[src/rtl/encode_eight_to_three.sv]
// Priority encoder with a pending-event register: 8 request lines in, one 3-bit code out per accept.
// Latency: an event seen at rising edge N is presented after edge N (single register stage).
// Backpressure: valid/ready; the presented code holds while iReady is low, and new events collect in oPending.
module encode_eight_to_three #(
  parameter bit HIGH_FIRST = 1'b0
) (
  input  logic       iClk,
  input  logic       iRst,
  input  logic       iEnable,
  input  logic [7:0] iReq,
  input  logic       iReady,
  output logic       oValid,
  output logic [2:0] oCode,
  output logic [7:0] oPending,
  output logic       oDrop,
  output logic       oBusy
);

  logic [7:0] cand;
  logic       load;
  logic       drop_nxt;
  logic [2:0] sel;
  logic [7:0] sel_mask;

  // Merge new requests into the pending set and decide whether the output stage can take a new code
  always_comb begin
    cand     = oPending | (iEnable ? iReq : 8'h00);
    load     = !oValid || iReady;
    // A request landing on a bit that is already pending is merged, so it is reported as a drop.
    // A request matching the code currently presented is not pending, so it is a fresh event.
    drop_nxt = iEnable && (|(iReq & oPending));
  end

  // Pick the index to serve next; the later assignment in each loop wins, giving the chosen end priority
  always_comb begin
    sel = 3'd0;
    if (HIGH_FIRST) begin
      for (int i = 0; i < 8; i++) begin
        if (cand[i]) sel = 3'(i);
      end
    end else begin
      for (int i = 7; i >= 0; i--) begin
        if (cand[i]) sel = 3'(i);
      end
    end
    sel_mask = 8'h01 << sel;
  end

  // Output stage and pending register; oCode is frozen whenever a presented code is not accepted
  always_ff @(posedge iClk) begin
    if (iRst) begin
      oValid   <= 1'b0;
      oCode    <= 3'b000;
      oPending <= 8'h00;
      oDrop    <= 1'b0;
    end else begin
      oDrop <= drop_nxt;
      if (load) begin
        if (|cand) begin
          oValid   <= 1'b1;
          oCode    <= sel;
          oPending <= cand & ~sel_mask;
        end else begin
          // oCode deliberately keeps its last value when the stage empties
          oValid   <= 1'b0;
          oPending <= 8'h00;
        end
      end else begin
        oPending <= cand;
      end
    end
  end

  assign oBusy = oValid | (|oPending);

endmodule

[config.mk]
export PLATFORM = sky130hd
export DESIGN_NAME = encode_eight_to_three
export DESIGN_NICKNAME = d
export VERILOG_FILES = /design/src/rtl/encode_eight_to_three.sv
export SDC_FILE = /design/constraint.sdc
export NUM_CORES = 1
export LEC_CHECK = 0
export ABC_AREA = 1
export CAP_MARGIN = 20
export CORE_UTILIZATION = 48
export CTS_CLUSTER_DIAMETER = 60
export DETAILED_ROUTE_END_ITERATION = 12
export GPL_TIMING_DRIVEN = 0
export PLACE_DENSITY = 0.87
export SETUP_SLACK_MARGIN = 0.5
export SLEW_MARGIN = 30
export SYNTH_ARGS = -nofsm -noshare
export SYNTH_HDL_FRONTEND = slang
export SYNTH_SLANG_ARGS = --single-unit
[constraint.sdc]
create_clock -name iClk -period 2.7 [get_ports iClk]
set_input_delay 0.27 -clock iClk [delete_from_list [all_inputs] [get_ports iClk]]
set_output_delay 0.27 -clock iClk [all_outputs]
set_load 0.02 [all_outputs]
==> out/results.env <==
SYNTHESIS.INSTANCES=103
PLACEMENTROWS=14
POST_CTS.RESIZED_INSTANCES=0
FINAL_COMMON_CELL='clkdlybuf4s50_1'
HP-CLASS='input pin to flip-flop'
CRITPATHREQUIREDTIME_PS=2430
P_SEQ_SHARE_PCT=40.7
CRITPATHMAXSTAGEDELAY_PS=550
DRT_FIRST_PASS_ITERS=4
NETS=144
CORE_SQ_MM=0.00152
WORSTPATHBUFFERINVERTERCOUNT=1
DIEAREA_SQ_MM=0.00182
REGISTER_AREA_SQ_UM=260
FINALHOLDVIOLATIONS=0
NETLIST-CELL-TYPE-COUNT=24
ANTENNA_FOUND_INITIAL=0
ANTENNADIODECOUNT=0
SYNTH-SEQ-AREA-SHARE_PCT=32.8
POST-CTS-SETUP-BUFFERS=0
CTS_BUFFER_DEPTH=2
GRT_MAX_DEGREE=10
CRITICAL_PATH_CLASS='flip-flop to output pin'
CTS_MADE_BUFFERS=3
FINAL_INSTANCE_AREA_SQ_MM=0.00108
MAX_FREQ_MHz=519
CTS.SINKS=13
TIMING.CRITICAL_PATH.FROM_TYPE='flip-flop'
POWER_INTERNAL_W=0.000350
FP.DIEH_UM=42.7
SETUP-VIOLATIONS-FINAL=0
MAX-SLEW-MARGIN-REL_PCT=79.9
CLK_TRANSITION_REPORTED_PATHS_PS=80
IO_BUFFER_COUNT=24
ENDPOINT_KIND='output pin'
GRT_OVERFLOW_TOTAL=0
DRT-TOTAL-WL_MM=1.76
CLOCKPOWERSHARE_PCT=23.1
CELL_COUNT_AFTER_PLACEMENT=143
CELLPOWERDENSITY_mW_PER_MM2=501
POST-SYNTH-TOP-AREA-FRACTION_PCT=32.8
CTS_TREE='built'
DRT.ANTENNA.VIOLATING_NETS=0
POST_DRT_WL_PER_CELL_UM=11.9
DPL-INSTANCE-AREA_SQ_MM=0.00105
CELL_FAMILY_CONTRIBUTING_THE_MOST_DELAY_ON_THE_CRITICAL_PATH='buffers and inverters'
RSZ0062_AT_GRT='false'
WIRE_LENGTH_OF_THE_FIRST_GLOBAL_ROUTING_PASS_MM=3.03
P_COMB_SHARE_PCT=36.2
CRITPATHSLOWESTCELL='clkdlybuf4s50_1'
LAYOUT_SETUP_WS_PS=772
ROUTE.DETAILED.DRC=0
GPL.FINAL_WEIGHTED_CONGESTION=0.846
LEAKAGEPOWER_nW=0.471
PRE_CTS_SETUP_SLACK_PS=974
P_SW_W=0.000191
MIN_PERIOD_OVER_PERIOD_PCT=71.4
SYNTHDOMINANTAREACELLTYPE='dfxtp_1'
SYNTHESIS_WARNINGS=0
CHIPWIDTH_UM=42.7
OUTCOME='finished clean'
HTREEDEPTH=1
DRT_FIRST_ITER_VIOLATIONS=18
POSTCTSHOLDBUFS=0
SYNTH_AREA_SQ_UM=793
MAPPED_AVG_CELL_AREA_SQ_UM=7.70
FINISH.CELL_COUNT_WITHOUT_FILLERS=147
WORSTPATHCELLLIST='nor4_1 -> nand3_1 -> clkdlybuf4s50_1'
PATH_MAX_FANOUT=4
TIMING.MAX_CAP.VIOLATIONS=0
VDD.IR_DROP.WORST_mV=0.304
FINAL_LAYOUT_SIZE_SUFFIX_GT1_SHARE_PCT=26.0
WORST_CLOCK_SKEW_PS=2.97
WORST_SLEW_PIN_SLEW_PS=299
TIMING.CRITICAL_PATH.ARRIVAL_PS=1660
CTS_ROOT_BUFFER='clkbuf_4'
DETAILED_PLACE_HPWL_MM=1.40
VIA_COUNT=747
FINAL_PERIOD_MINUS_WORST_SETUP_SLACK_PS=1930
WORST_SKEW_PAIR.LATE_LATENCY_PS=280
WORSTREGTOREGCELLS=9
SWITCHING_SHARE_PCT=35.3
HOLDPATHSTAGES=3
FILLERINSTANCES=124
TIMING.SETUP.TNS_PS=0
INITIAL_UTILIZATION_PCT=52.1
NUMBER_OF_CELLS_ON_THE_CRITICAL_PATH=3
SYNTH.AREA.TOP_CELLS='dfxtp_1 (33%), a21oi_4 (10%), nand2_2 (10%), inv_1 (7.6%), nand2_1 (6.6%)'
SYNTH_FP_NETS=115
DESIGN.PORTCOUNT=26
GRT_PASS1_VIAS=692
GRT_USE_TOTAL_PCT=22.4
SYNTH.FF_LATCH_COUNT=13
FLOW.AREA_GROWTH_FROM_SYNTHESIS_PCT=36.1
SLEW_VIOLATIONS=0
POST_DRT_VIA_CELL_RATIO=5.08
COMMONEST_CELLS_AFTER_ROUTING_FILL_AND_TAPS_ASIDE='clkdlybuf4s50_1 (24), inv_1 (16), nand2_1 (14), nand2_2 (13), dfxtp_1 (13)'
MULTI_INPUT_AREA_SQ_UM=443
-- final timing paths --
kind,from,slack [ps],to
setup / recovery,oPending[0]$_SDFF_PP0_,770,oBusy
hold / removal,iEnable,280,oDrop$_SDFF_PP0_
setup reg to reg,oPending[7]$_SDFF_PP0_,1390,oPending[2]$_SDFF_PP0_
hold reg to reg,oCode[2]$_SDFFE_PP0P_,480,oCode[2]$_SDFFE_PP0P_
-- power by group through the flow --
stage                     clock (W)  combinational (W)  sequential [W]
final                      0.000125           0.000196        0.000220
after detailed placement          0           0.000196        0.000224
after CTS                  0.000128           0.000197        0.000220
after global routing       0.000138           0.000213        0.000222
after floorplan                   0           0.000108        0.000242
after global placement            0           0.000192        0.000224
-- cells by family after synthesis --
group	Yosys count	synth area share, %
simple gates	45	30.3
compound gates	23	25.6
buf+inv	22	11.4
flops	13	32.8
-- synthesized netlist by cell type --
cell type and instances:
a22o_1 2, inv_1 16, a21oi_2 2, nor3_1 1
nand4_1 1, nand3_1 5, o21ai_1 3, o21bai_1 1
a21oi_4 5, a21oi_1 6, dfxtp_1 13, a211oi_1 1
nor2_2 1, inv_2 5, nand3b_1 1, nor4_1 2
nor2_1 4, a221oi_1 2, nor2_4 2, nand2_1 14
or2_2 1, buf_6 1, nand2_2 13, o21ai_2 1
-- worst min-delay path, delay by kind of cell --
| kind | cells | cell delay (ps) |
|---|---|---|
| AO/OA/AOI/OAI | 1 | 40 |
| AND/OR/NAND/NOR | 1 | 70 |
| buffers and inverters | 1 | 140 |
-- state kept, by name, indices dropped and copies added, names as in the netlist --
| name | flops |
|---|---|
| oDrop | 1 |
| oValid | 1 |
| oCode | 3 |
| oPending | 8 |
-- routing by layer --
layer / GRT usage [%] / share of wire, %
met2: 33.9 / 48
met5: 0 / 0
met4: 11.3 / 2.6
met3: 5.11 / 3.2
met1: 29.5 / 46
-- layout make-up --
class	instances	share of cell area, %
inverters	21	7.30
clock buffers	4	2.43
multi-input cells	68	41.0
repair buffers	24	22.2
flip-flops and latches	13	24.1
plain buffers	1	1.04
well taps	16	1.85
-- per-stage QoR --
stage / utilization, % / power (W) / hold WS (ps)
detailed placement: 69.1 / 0.000420 / 474
finish: 70.9 / 0.000541 / 281
global route: 70.9 / 0.000573 / 289
floorplan: - / 0.000349 / 339
CTS: 70.9 / 0.000544 / 276
global placement: 69.1 / 0.000416 / 456
No activity file was read; power rests on OpenSTA's default activity.
